[src/rtl/spi_pkg.sv]
// rtl/spi_pkg.sv - shared types and helpers for the spi_con_multi controller
package spi_pkg;

  typedef enum logic [1:0] {IDLE, SETUP, XFER, HOLD} spi_state_t;

  typedef logic [1:0] spi_mode_t;
  localparam int CPOL_IDX = 1;
  localparam int CPHA_IDX = 0;

  // A single chip select still needs a 1-bit index port.
  function automatic int spi_csw(input int num_cs);
    return (num_cs > 1) ? $clog2(num_cs) : 1;
  endfunction

endpackage

[src/rtl/spi_clk_div.sv]
// rtl/spi_clk_div.sv - half-period edge strobe generator for the SPI clock
module spi_clk_div #(
  parameter  int HALF = 2,
  localparam int CW   = $clog2(HALF + 1)
) (
  input  logic clk_i,
  input  logic rst_n_i,
  input  logic en_i,
  output logic strobe_o
);

  logic [CW-1:0] cnt_q, cnt_d;

  // Held at zero while disabled so every enable window starts a fresh half period.
  always_comb begin
    cnt_d    = '0;
    strobe_o = 1'b0;
    if (en_i) begin
      if (cnt_q == CW'(HALF - 1)) begin
        strobe_o = 1'b1;
      end else begin
        cnt_d = cnt_q + CW'(1);
      end
    end
  end

  always_ff @(posedge clk_i or negedge rst_n_i) begin
    if (!rst_n_i) begin
      cnt_q <= '0;
    end else begin
      cnt_q <= cnt_d;
    end
  end

endmodule

[src/rtl/spi_con_multi.sv]
// rtl/spi_con_multi.sv - full-duplex multi-CS SPI controller, all four CPOL/CPHA modes
// Define SPI_LSB_FIRST_EN for LSB-first transmit/receive; MSB-first otherwise.
module spi_con_multi
  import spi_pkg::*;
#(
  parameter  int DATA_WIDTH      = 8,
  parameter  int DATA_CLK_PERIOD = 4,
  parameter  int NUM_CS          = 4,
  localparam int CSW             = spi_csw(NUM_CS)
) (
  input  logic                  clk_in,
  input  logic                  rst_n_in,
  input  logic [DATA_WIDTH-1:0] data_in,
  input  logic                  trigger_in,
  input  logic [CSW-1:0]        chip_sel_in,
  input  logic [1:0]            mode_in,
  input  logic                  cipo_in,
  output logic [DATA_WIDTH-1:0] data_out,
  output logic                  data_valid_out,
  output logic                  busy_out,
  output logic                  copi_out,
  output logic                  dclk_out,
  output logic [NUM_CS-1:0]     cs_out
);

  localparam int HALF = DATA_CLK_PERIOD / 2;
  localparam int ECW  = $clog2(2 * DATA_WIDTH + 1);
  localparam logic [CSW:0] NUM_CS_W = (CSW + 1)'(NUM_CS);

  spi_state_t            state_q, state_d;
  spi_mode_t             mode_q, mode_d;
  logic [NUM_CS-1:0]     cs_q, cs_d;
  logic                  dclk_q, dclk_d;
  logic                  copi_q, copi_d;
  logic [DATA_WIDTH-1:0] tx_q, tx_d;
  logic [DATA_WIDTH-1:0] rx_q, rx_d;
  logic [DATA_WIDTH-1:0] dout_q, dout_d;
  logic                  valid_q, valid_d;
  logic [ECW-1:0]        edge_q, edge_d;

  logic                  strobe;
  logic                  accept;
  logic [ECW-1:0]        edge_k;
  logic                  leading;
  logic                  cpha;

  logic                  first_bit;
  logic                  next_bit;
  logic [DATA_WIDTH-1:0] tx_shifted;
  logic [DATA_WIDTH-1:0] rx_shifted;

`ifdef SPI_LSB_FIRST_EN
  assign first_bit  = data_in[0];
  assign next_bit   = tx_q[1];
  assign tx_shifted = tx_q >> 1;
  assign rx_shifted = {cipo_in, rx_q[DATA_WIDTH-1:1]};
`else
  assign first_bit  = data_in[DATA_WIDTH-1];
  assign next_bit   = tx_q[DATA_WIDTH-2];
  assign tx_shifted = tx_q << 1;
  assign rx_shifted = {rx_q[DATA_WIDTH-2:0], cipo_in};
`endif

  assign busy_out = (state_q != IDLE);
  assign accept   = trigger_in && !busy_out && ({1'b0, chip_sel_in} < NUM_CS_W);

  spi_clk_div #(.HALF(HALF)) u_clk_div (
    .clk_i   (clk_in),
    .rst_n_i (rst_n_in),
    .en_i    (busy_out),
    .strobe_o(strobe)
  );

  always_comb begin
    state_d = state_q;
    mode_d  = mode_q;
    cs_d    = cs_q;
    dclk_d  = dclk_q;
    copi_d  = copi_q;
    tx_d    = tx_q;
    rx_d    = rx_q;
    dout_d  = dout_q;
    valid_d = 1'b0;
    edge_d  = edge_q;
    edge_k  = edge_q + ECW'(1);
    leading = edge_k[0];
    cpha    = mode_q[CPHA_IDX];

    unique case (state_q)
      IDLE: begin
        if (accept) begin
          state_d = SETUP;
          mode_d  = mode_in;
          dclk_d  = mode_in[CPOL_IDX];
          tx_d    = data_in;
          copi_d  = first_bit;
          edge_d  = '0;
          for (int i = 0; i < NUM_CS; i++) begin
            cs_d[i] = (CSW'(i) != chip_sel_in);
          end
        end
      end
      SETUP, XFER: begin
        // Edge k is the one being produced by this strobe; odd k are leading.
        if (strobe) begin
          dclk_d  = ~dclk_q;
          edge_d  = edge_k;
          state_d = (edge_k == ECW'(2 * DATA_WIDTH)) ? HOLD : XFER;
          if (leading != cpha) begin
            rx_d = rx_shifted;
          end
          if ((!cpha && !leading && edge_k != ECW'(2 * DATA_WIDTH)) ||
              ( cpha &&  leading && edge_k != ECW'(1))) begin
            tx_d   = tx_shifted;
            copi_d = next_bit;
          end
        end
      end
      HOLD: begin
        if (strobe) begin
          state_d = IDLE;
          cs_d    = '1;
          dclk_d  = mode_q[CPOL_IDX];
          dout_d  = rx_q;
          valid_d = 1'b1;
        end
      end
    endcase
  end

  always_ff @(posedge clk_in or negedge rst_n_in) begin
    if (!rst_n_in) begin
      state_q <= IDLE;
      mode_q  <= '0;
      cs_q    <= '1;
      dclk_q  <= 1'b0;
      copi_q  <= 1'b0;
      tx_q    <= '0;
      rx_q    <= '0;
      dout_q  <= '0;
      valid_q <= 1'b0;
      edge_q  <= '0;
    end else begin
      state_q <= state_d;
      mode_q  <= mode_d;
      cs_q    <= cs_d;
      dclk_q  <= dclk_d;
      copi_q  <= copi_d;
      tx_q    <= tx_d;
      rx_q    <= rx_d;
      dout_q  <= dout_d;
      valid_q <= valid_d;
      edge_q  <= edge_d;
    end
  end

  assign cs_out         = cs_q;
  assign dclk_out       = dclk_q;
  assign copi_out       = copi_q;
  assign data_out       = dout_q;
  assign data_valid_out = valid_q;

endmodule

[config.mk]
export PLATFORM = sky130hd
export DESIGN_NAME = spi_con_multi
export DESIGN_NICKNAME = d
export VERILOG_FILES = /design/src/rtl/spi_pkg.sv /design/src/rtl/spi_clk_div.sv /design/src/rtl/spi_con_multi.sv
export SDC_FILE = /design/constraint.sdc
export NUM_CORES = 1
export LEC_CHECK = 0
export BUFFER_PORTS_ARGS = -buffer_cell sky130_fd_sc_hd__buf_2
export CORE_MARGIN = 5
export CORE_UTILIZATION = 41
export DETAILED_ROUTE_END_ITERATION = 16
export SYNTH_ARGS = -nofsm -noshare
export SYNTH_HDL_FRONTEND = slang
export SYNTH_HIERARCHICAL = 1
export SYNTH_SLANG_ARGS = --single-unit
[constraint.sdc]
create_clock -name clk_in -period 2.7 [get_ports clk_in]
set_clock_uncertainty 0.05 [all_clocks]
set_input_delay 0.54 -clock clk_in [delete_from_list [all_inputs] [get_ports clk_in]]
set_output_delay 0.54 -clock clk_in [all_outputs]
set_load 0.02 [all_outputs]
==> results of run 1 <==
-- kinds of logic (layout without fill, tap and decap cells) --
family                     after synthesis  in the layout  synth area share, %
and+or+nand+nor                         42             42                10.97
DFF                                     41             41                50.77
muxes                                   33             33                19.53
AOI/OAI and AO/OA                       31             31                10.85
buffers and inverters                   16             52                3.758
adders and majority gates                6              6                3.697
xor gates and xnor gates                 1              1               0.4314
-- final timing paths --
kind | from | endpoint | cells past startpoint
max | state_q[0]$_DFFE_PN0P_ | tx_q[4]$_DFFE_PN0P_ | 7
min | rst_n_in | edge_q[0]$_DFFE_PN0P_ | 1
max reg2reg | state_q[0]$_DFFE_PN0P_ | tx_q[4]$_DFFE_PN0P_ | 7
min reg2reg | cs_out[3]$_DFFE_PN1P_ | cs_out[3]$_DFFE_PN1P_ | 2
max in group asynchronous | rst_n_in | mode_q[0]$_DFFE_PN0P_ | 1
min in group clk_in | cs_out[3]$_DFFE_PN1P_ | cs_out[3]$_DFFE_PN1P_ | 2
-- power by group through the flow --
stage / logic, mW / registers (mW) / clock network, mW
2_1_floorplan: 1.25 / 1.17 / 0
6_report: 1.69 / 1.07 / 0.388
5_1_grt: 1.84 / 1.11 / 0.438
4_1_cts: 1.71 / 1.07 / 0.409
3_3_place_gp: 1.65 / 1.07 / 0
3_5_place_dp: 1.71 / 1.08 / 0
-- registers in the layout, summed over array words and instances, names as in the netlist --
register,flops
copi_out,1
cs_out,4
data_out,8
data_valid_out,1
dclk_out,1
edge_q,5
mode_q,2
rx_q,8
state_q,2
tx_q,7
u_clk_div/cnt_q,2
-- per-layer routing --
metal,up-vias,GRT usage [%],routed length (um)
met5,-,0,0
met4,0,6.250,71
met3,7,2.803,123
met2,28,21.85,2019
met1,678,15.88,1653
li1,664,-,-
-- cell usage after synthesis, types with 2 or more instances --
cell type and count:
mux2_2 25, clkbuf_1 3, nor3b_1 2, inv_1 10
buf_6 2, dfrtp_1 37, nand2b_1 2, nor2_1 6
and3b_2 2, nor3_1 3, o21ai_0 10, nand3_1 6
a22o_2 3, a21oi_1 6, ha_1 6, mux2_4 7
dfstp_2 4, nand2_1 15
-- layout make-up --
type / instances / area share [%]
clock buffer: 5 / 2.941
sequential: 41 / 44.06
timing repair buffer: 34 / 7.594
tap: 67 / 3.583
inverter: 10 / 1.604
clock inverter: 3 / 0.7487
multi-input combinational: 113 / 39.47
-- through the flow --
step,setup slack [ns],instance area [sq um],instances
floorplan,0.2670,2031,170
global placement,0.5610,2253,265
detailed placement,0.4906,2253,265
CTS,0.4769,2340,273
global route,0.3179,2340,273
finish,0.4842,2340,273
-- critical path: stages, from the launching register on --
cell and delay (ns):
dfrtp_1 0.38, inv_1 0.05, ha_1 0.38, inv_1 0.15, o21ai_0 0.32, nor2_4 0.06, a22oi_4 0.38, mux2_4 0.34
==> summary.md, run 1 <==
| Metric | Value |
|---|---|
| Outcome | `finished, final reports clean` |
| Hold_buf cts | `0` |
| Max-slew violations | `0` |
| Skew-Pair Late Insertion Delay | `0.29 ns` |
| Crit path max fanout | `8` |
| WHS | `0.3273 ns` |
| Antenna Nets Post-Route | `0` |
| Io pins | `32` |
| Post_cts resized | `0` |
| Worst endpoint data arrival time | `2.35 ns` |
| Cell Rows | `25` |
| Final Wtd Congestion | `0.7923` |
| Pre-antenna DRT Iters | `4` |
| Synth async-reset ratio | `100.0%` |
| P_int | `1.919 mW` |
| Post-DP HPWL | `2848 um` |
| Placeable core area | `4755 sq um` |
| Die Y | `80.38 um` |
| Number of buffers added for setup after CTS | `0` |
| Crit path required time | `2.83 ns` |
| Clock Pin Slew Worst Setup and Hold Paths | `0.08 ns` |
| Vias in the first global route | `1417` |
| Commonest cells after routing, fill and taps aside | `dfrtp_1, buf_2, mux2_2` |
| First-pass GRT wire length | `6486 um` |
| Final min period | `2.216 ns` |
| Final period util | `82.07%` |
| Initial drt markers | `111` |
| Via/cell ratio | `5.044` |
| Worst Hold Class | `input pin to asynchronous set/reset pin` |
| Final Hold Viols | `0` |
| Share of the synthesized area in the top cell type | `45.59%` |
| YS warnings | `6` |
| Flop pwr share | `34.1%` |
| Htree depth | `2` |
| Fill count | `452` |
| Sequential fraction of the synthesis area | `50.77%` |
| Clock power share | `12.3%` |
| N_diodes | `0` |
| Leading area contributor after synthesis | `dfrtp_1` |
| CTS Buffer Depth | `2` |
| Maxcap violations | `0` |
| Leak | `1.135 nW` |
| Worst setup SP type | `flop` |
| Max-slew headroom | `39.17%` |
| Logic gate share of total power | `53.6%` |
| Synth unique cells | `39` |
| Total clock sinks | `41` |
| Area Overhead vs Synth | `15.22%` |
| Routed length per instance | `14.16 um` |
| Area contributors post-synth | `dfrtp_1, mux2_2, dfstp_2` |
| CTS tree | `done` |
| DRC violations left | `0` |
| FF/Latch Area | `1031 sq um` |
| Total GRT Usage | `13.05%` |
| Setup_tns | `0 ns` |
| R2R Setup Slk | `0.48 ns` |
| NetSw | `1.231 mW` |
| Synth Register Bits | `41` |
| Share of cells above drive strength 1 | `43.69%` |
| Fin util | `49.21%` |
| Pin count of the biggest net entering global routing | `42` |
| Worst-Margin Slew | `0.9125 ns` |
| Multi-input gate area | `923.4 sq um` |
| Initial antenna violation count | `0` |
| Peak Freq | `0.4513 GHz` |
| Port buffer count | `31` |
| Syn_area_per_cell | `11.95 sq um` |
| DIE WIDTH | `80.38 um` |
| Pwr/cell area | `1346 nW/um^2` |
| Pwr Total | `3.150 mW` |
| Synth Cell Area | `2031 sq um` |
| Post-synth EDFFs | `0` |
| Vias post-DR | `1377` |
| Full die area | `6460 sq um` |
| Commonest non-fill, non-tap cell in the layout | `dfrtp_1` |
| Switching part of the total | `39.08%` |
| Syn Nets | `192` |
| Routed wire length | `3867 um` |
| Congestion Overflow GR | `0` |
| RSZ-0062 raised after global routing | `false` |
| Final setup fails | `0` |
| CTS buffer count | `5` |
| Nets | `227` |
| Kind of critical path | `flop to flop` |
| Synth Instances | `170` |
| Root buffer cell | `clkbuf_8` |
| IR drop worst, VDD | `0.5787 mV` |
| Ys flop type | `dfrtp_1` |
| Initial Utilization | `42.71%` |
| Setup crit end kind | `flop` |
(Power assumes the default switching activity.)
==> run 2: changes to the inputs <==
==> constraint.sdc (replaced) <==
create_clock -name clk_in -period 2.2 [get_ports clk_in]
set_clock_uncertainty 0.05 [all_clocks]
set_input_delay 0.44 -clock clk_in [delete_from_list [all_inputs] [get_ports clk_in]]
set_output_delay 0.44 -clock clk_in [all_outputs]
set_load 0.02 [all_outputs]
==> run 2 against run 1 <==
Against the previous run: sequential power grew 23%; setup slack lost 0.33 ns; non-clock buffer count grew 6; worst hold slack lost 0.18 ns; global-route usage grew 1.2 points; core utilization grew 1.9 points; register-to-register slack lost 0.33 ns; via count grew 3.6%; largest power group unchanged.
==> summary.md, run 2 (same netlist as run 1, synthesis figures left out) <==
| Metric | Value |
|---|---|
| Initial antenna violation count | `0 (unchanged)` |
| Share of cells above drive strength 1 | `46.70% (+3.0 points)` |
| DIE WIDTH | `80.38 um (unchanged)` |
| Io pins | `32 (unchanged)` |
| Maxcap violations | `0 (unchanged)` |
| Logic gate share of total power | `54.6% (+1.0 points)` |
| Root buffer cell | `clkbuf_8` |
| Max-slew headroom | `65.64% (+26 points)` |
| Cell Rows | `25 (unchanged)` |
| Htree depth | `2 (unchanged)` |
| Flop pwr share | `31.0% (-3.1 points)` |
| Slowest CP cell | `dfrtp_1` |
| Antenna Nets Post-Route | `0 (unchanged)` |
| Full die area | `6460 sq um (unchanged)` |
| IR drop worst, VDD | `0.7294 mV (+26%)` |
| Nets | `233 (+2.6%)` |
| Total clock sinks | `41 (unchanged)` |
| First-pass GRT wire length | `7086 um (+9.3%)` |
| CTS Buffer Depth | `2 (unchanged)` |
| CTS tree | `done` |
| Switching part of the total | `37.91% (-1.2 points)` |
| Clock Pin Slew Worst Setup and Hold Paths | `0.09 ns (about the same)` |
| Vias in the first global route | `1475 (+4.1%)` |
| Final setup fails | `0 (unchanged)` |
| Routed length per instance | `14.84 um (+4.7%)` |
| Final period util | `92.98% (+11 points)` |
| NetSw | `1.610 mW (+31%)` |
| Setup_tns | `0 ns (unchanged)` |
| Outcome | `finished, final reports clean` |
| Worst Hold Class | `input pin to asynchronous set/reset pin` |
| Vias post-DR | `1426 (+3.6%)` |
| Pin count of the biggest net entering global routing | `42 (unchanged)` |
| Peak Freq | `0.4889 GHz (+8.3%)` |
| Initial drt markers | `140 (+26%)` |
| Port buffer count | `31 (unchanged)` |
| Pwr/cell area | `1747 nW/um^2 (+30%)` |
| CTS buffer count | `5 (unchanged)` |
| Total GRT Usage | `14.27% (+1.2 points)` |
| Post-DP HPWL | `3055 um (+7.3%)` |
| Skew-Pair Late Insertion Delay | `0.29 ns (about the same)` |
| Placeable core area | `4755 sq um (unchanged)` |
| Final Wtd Congestion | `0.7663 (-3.3%)` |
| Crit path required time | `2.33 ns (-0.50 ns)` |
| Crit path max fanout | `8 (unchanged)` |
| Routed wire length | `4139 um (+7.0%)` |
| RSZ-0062 raised after global routing | `false` |
| Worst endpoint data arrival time | `2.18 ns (-0.17 ns)` |
| Area Overhead vs Synth | `19.65%` |
| P_int | `2.636 mW (+37%)` |
| Worst-Margin Slew | `0.5154 ns (-0.3971 ns)` |
| Max-slew violations | `0 (unchanged)` |
| DRC violations left | `0 (unchanged)` |
| CP cell instances | `ha_1 > and2_1 > a31o_2 > nand3_1 > a22oi_4 > buf_12 > mux2_4` |
| Die Y | `80.38 um (unchanged)` |
| Via/cell ratio | `5.111 (+1.3%)` |
| Kind of critical path | `flop to flop` |
| Leak | `1.182 nW (+4.1%)` |
| Final Worst Setup Slack | `0.1544 ns (-0.3298 ns)` |
| Pre-antenna DRT Iters | `4 (unchanged)` |
| Dpl ws | `0.09318 ns (-0.3974 ns)` |
| Clock power share | `14.4% (+2.1 points)` |
| Final Hold Viols | `0 (unchanged)` |
| Worst setup SP type | `flop` |
| Final min period | `2.046 ns (-0.1702 ns)` |
| Congestion Overflow GR | `0 (unchanged)` |
| Crit-path max cell delay | `0.47 ns (+0.09 ns)` |
| Hold_buf cts | `0 (unchanged)` |
| Initial Utilization | `42.71% (unchanged)` |
| Commonest non-fill, non-tap cell in the layout | `dfrtp_1` |
| N_diodes | `0 (unchanged)` |
| Commonest cells after routing, fill and taps aside | `dfrtp_1, buf_2, mux2_2` |
| Fin util | `51.11% (+1.9 points)` |
| Setup crit end kind | `flop` |
[run 2: changes by cell type in the layout (fill, tap and decap cells not counted), sizes merged]
cell | before | now
buf | 34 | 40
clkinv | 2 | 1
bufinv | 0 | 1
inv | 10 | 11
clkinvlp | 1 | 0
[run 2: power groups by stage]
stage | logic [mW] | registers, mW | clock network [mW]
6_report | 2.32 | 1.32 | 0.611
5_1_grt | 2.55 | 1.36 | 0.661
4_1_cts | 2.24 | 1.32 | 0.627
3_5_place_dp | 2.23 | 1.32 | 0
3_3_place_gp | 2.13 | 1.31 | 0
2_1_floorplan | 1.55 | 1.43 | 0
[run 2: layout make-up]
| cell class | count | area [sq um] |
|---|---|---|
| clock inverter | 3 | 43.79 |
| inverter | 10 | 37.54 |
| clock buffer | 5 | 68.82 |
| tap | 67 | 83.83 |
| timing repair buffer | 40 | 235.2 |
| multi-input combinational | 113 | 929.6 |
| sequential | 41 | 1031 |
| fill | 447 | 2325 |
[run 2: timing repair]
action / in CTS / in global routing
gates resized for setup: 0 / 0
setup buffers: 0 / 1
endpoints found under the hold margin: 0 / 0
endpoints found under the setup margin: 0 / 7
[run 2: path summary, 6_finish.rpt]
| path | cells after the start | end | from | slack (ns) |
|---|---|---|---|---|
| hold reg to reg | 2 | cs_out[3]$_DFFE_PN1P_ | cs_out[3]$_DFFE_PN1P_ | 0.41 |
| setup reg to reg | 7 | copi_out$_DFFE_PN0P_ | edge_q[0]$_DFFE_PN0P_ | 0.15 |
| max in group asynchronous | 2 | cs_out[1]$_DFFE_PN1P_ | rst_n_in | 1.59 |
| setup / recovery | 7 | copi_out$_DFFE_PN0P_ | edge_q[0]$_DFFE_PN0P_ | 0.15 |
| min in group clk_in | 2 | mode_q[0]$_DFFE_PN0P_ | mode_in[0] | 0.32 |
| hold / removal | 2 | edge_q[0]$_DFFE_PN0P_ | rst_n_in | 0.15 |
[run 2: critical path: cells and delay by family (launching register included)]
kind            cells  cell delay [ns]
buf+inv             1             0.16
mux                 1             0.30
fa+ha+maj           1             0.22
compound gates      2             0.41
simple gates        2             0.32
flops               1             0.47
[run 2: stage by stage]
| stage | total power, mW | hold WS [ns] | cells | area, sq um |
|---|---|---|---|---|
| floorplan | 2.989 | 0.09441 | 170 | 2037 |
| global placement | 3.441 | 0.3977 | 270 | 2297 |
| detailed placement | 3.554 | 0.3985 | 270 | 2297 |
| CTS | 4.187 | 0.1593 | 278 | 2410 |
| global route | 4.571 | 0.1888 | 279 | 2430 |
| finish | 4.246 | 0.1476 | 279 | 2430 |
[run 2: layer usage]
layer / vias up / track usage (%) / wire length (um)
met5: - / 0 / 0
met4: 0 / 5.912 / 102
met3: 10 / 3.139 / 128
met2: 27 / 23.10 / 2079
met1: 714 / 18.38 / 1828
li1: 675 / - / -
==> run 3: changes to the inputs <==
--- a/config.mk
+++ b/config.mk
@@ -8,6 +8,7 @@
 export BUFFER_PORTS_ARGS = -buffer_cell sky130_fd_sc_hd__buf_2
 export CORE_MARGIN = 5
 export CORE_UTILIZATION = 41
+export CTS_BUF_LIST = sky130_fd_sc_hd__clkbuf_16
 export DETAILED_ROUTE_END_ITERATION = 16
 export SYNTH_ARGS = -nofsm -noshare
 export SYNTH_HDL_FRONTEND = slang
==> run 3 against run 2 <==
Against the previous run: clock power grew 36%; critical path type unchanged; routed wire length grew 0.63%; sequential power is essentially flat; setup slack gained 0.0076 ns; register-to-register slack is essentially flat; worst hold slack gained 0.017 ns; critical endpoint is now tx_q[1]$_DFFE_PN0P_; combinational power is essentially flat; via count grew 0.56%; clock-buffer cell count is the same; global-route usage is essentially flat.
==> summary.md, run 3 (same netlist as run 1, synthesis figures left out) <==
| Metric | Value |
|---|---|
| Pwr/cell area | `1801 nW/um^2 (+3.1%)` |
| First-pass GRT wire length | `7086 um (unchanged)` |
| Nets | `233 (unchanged)` |
| Final Hold Viols | `0 (unchanged)` |
| DIE WIDTH | `80.38 um (unchanged)` |
| Share of cells above drive strength 1 | `47.17% (+0.47 points)` |
| FF/Latch Area | `1031 sq um (unchanged)` |
| Setup crit end kind | `flop` |
| Met2 routed WL | `2119 um (+1.9%)` |
| Kind of critical path | `flop to flop` |
| Final cell count without fillers | `279 (unchanged)` |
| Vias in the first global route | `1498 (+1.6%)` |
| Crit path from | `edge_q[0]$_DFFE_PN0P_` |
| Pre-antenna DRT Iters | `5 (+1)` |
| Worst Hold Class | `input pin to asynchronous set/reset pin` |
| Area Overhead vs Synth | `22.61%` |
| Multi-input gate area | `933.4 sq um (+0.40%)` |
| Highest Signal Layer | `met4` |
| Crit path max fanout | `8 (unchanged)` |
| CP cell instances | `ha_1 > and2_1 > a31o_2 > nand3_1 > a22oi_4 > buf_12 > mux2_4` |
| Final Wtd Congestion | `0.7663 (unchanged)` |
| Antenna Nets Post-Route | `0 (unchanged)` |
| Final instance area | `2490 sq um (+2.5%)` |
| Slowest CP cell | `dfrtp_1` |
| Htree depth | `2 (unchanged)` |
| Final min period | `2.038 ns (-0.007642 ns)` |
| CTS tree | `done` |
| Startpoint of the worst register-to-register path | `edge_q[0]$_DFFE_PN0P_` |
| Maxcap violations | `0 (unchanged)` |
| Crit-path max cell delay | `0.46 ns (about the same)` |
| Met3 Wirelength | `106 um (-17%)` |
| Initial drt markers | `115 (-18%)` |
| Worst-Margin Slew | `0.5026 ns (-0.01275 ns)` |
| Commonest cells after routing, fill and taps aside | `dfrtp_1, buf_2, mux2_2` |
| Hold_buf cts | `0 (unchanged)` |
| Pwr Total | `4.484 mW (+5.6%)` |
| Full die area | `6460 sq um (unchanged)` |
| R2R Setup Slk | `0.16 ns (about the same)` |
| Crit path required time | `2.32 ns (about the same)` |
| Cell Rows | `25 (unchanged)` |
| Skew-Pair Late Insertion Delay | `0.28 ns (about the same)` |
| Congestion Overflow GR | `0 (unchanged)` |
| Vias post-DR | `1434 (+0.56%)` |
| Total GRT Usage | `14.22% (-0.048 points)` |
| Worst setup SP type | `flop` |
| Worst endpoint data arrival time | `2.15 ns (-0.03 ns)` |
| Total clock sinks | `41 (unchanged)` |
| Pin count of the biggest net entering global routing | `42 (unchanged)` |
| Initial antenna violation count | `0 (unchanged)` |
| Via/cell ratio | `5.140 (+0.56%)` |
| Post-DP HPWL | `3055 um (unchanged)` |
| Io pins | `32 (unchanged)` |
| Final period util | `92.63% (-0.35 points)` |
| Leak | `1.208 nW (+2.3%)` |
| DRC violations left | `0 (unchanged)` |
| Max-slew headroom | `66.49% (+0.85 points)` |
| Final Worst Setup Slack | `0.1621 ns (+0.007642 ns)` |
| Initial Utilization | `42.71% (unchanged)` |
| Placeable core area | `4755 sq um (unchanged)` |
| Die Y | `80.38 um (unchanged)` |
| Reg-to-reg endpoint | `tx_q[1]$_DFFE_PN0P_` |
| CTS Buffer Depth | `2 (unchanged)` |
| Max-slew violations | `0 (unchanged)` |
| Commonest non-fill, non-tap cell in the layout | `dfrtp_1` |
| Peak Freq | `0.4907 GHz (+0.38%)` |
| Final setup fails | `0 (unchanged)` |
| Clock Pin Slew Worst Setup and Hold Paths | `0.06 ns (-0.03 ns)` |
| Root buffer cell | `clkbuf_16` |
| Routed length per instance | `14.93 um (+0.63%)` |
| Worst Reg-to-Reg Cells | `7 (unchanged)` |
| N_diodes | `0 (unchanged)` |
| Dpl ws | `0.09318 ns (unchanged)` |
| Routed wire length | `4165 um (+0.63%)` |
| Cells after DPL | `270 (unchanged)` |
| Cell Area, Placed | `2297 sq um (unchanged)` |
| IR drop worst, VDD | `0.7445 mV (+2.1%)` |
| Port buffer count | `31 (unchanged)` |
| M1 wire length | `1826 um (-0.11%)` |
| Outcome | `finished, final reports clean` |
| Fill count | `438 (-2.0%)` |
| CTS buffer count | `5 (unchanged)` |
run 3: cell counts in the layout (fill, tap and decap cells not counted):
No cell type changed its count.
run 3: where the power goes:
part           switching (mW)  leakage, nW  internal [mW]
logic                    1.15        0.613           1.19
registers               0.202        0.511           1.12
clock network           0.292       0.0842          0.537
run 3: layout make-up:
class | instances | area share, %
Sequential cell | 41 | 41.41
Multi-Input combinational cell | 113 | 37.49
Timing Repair Buffer | 40 | 9.447
Clock buffer | 5 | 5.025
Tap cell | 67 | 3.367
Clock inverter | 3 | 1.759
Inverter | 10 | 1.508
run 3: per-stage QoR:
| stage | utilization [%] | hold slack [ns] | TNS, ns |
|---|---|---|---|
| after floorplan | - | 0.09441 | 0 |
| after global placement | 48.32 | 0.3977 | 0 |
| after detailed placement | 48.32 | 0.3985 | 0 |
| after CTS | 51.87 | 0.1834 | 0 |
| after global routing | 52.37 | 0.2138 | -0.04584 |
| final | 52.37 | 0.1644 | 0 |
run 3: worst max path at each step:
stage,end,slack [ns],depth (start not counted)
final,tx_q[1]$_DFFE_PN0P_,0.16,7
after detailed placement,tx_q[1]$_DFFE_PN0P_,0.09,6
after global placement,copi_out$_DFFE_PN0P_,0.18,6
after global routing,cs_out[0]$_DFFE_PN1P_,-0.03,9
after CTS,tx_q[1]$_DFFE_PN0P_,0.09,6
after floorplan,copi_out$_DFFE_PN0P_,0.01,9
run 3: timing repair:
item / CTS / global route
resized for setup: 0 / 1
setup buffers: 0 / 1
setup endpoints to repair: 0 / 7
run 3: metal layers:
metal,GRT usage [%],up-vias
met5,0,-
met4,5.912,0
met3,2.803,10
met2,23.59,22
met1,18.02,724
li1,-,678
run 3: critical path: cells and delay by family (launching register included):
| family | cells | cell delay, ns |
|---|---|---|
| multiplexers | 1 | 0.30 |
| adder cells (fa/ha/maj) | 1 | 0.22 |
| buffers and inverters | 1 | 0.16 |
| flip-flops | 1 | 0.46 |
| AND/OR/NAND/NOR | 2 | 0.32 |
| AO/OA/AOI/OAI | 2 | 0.41 |
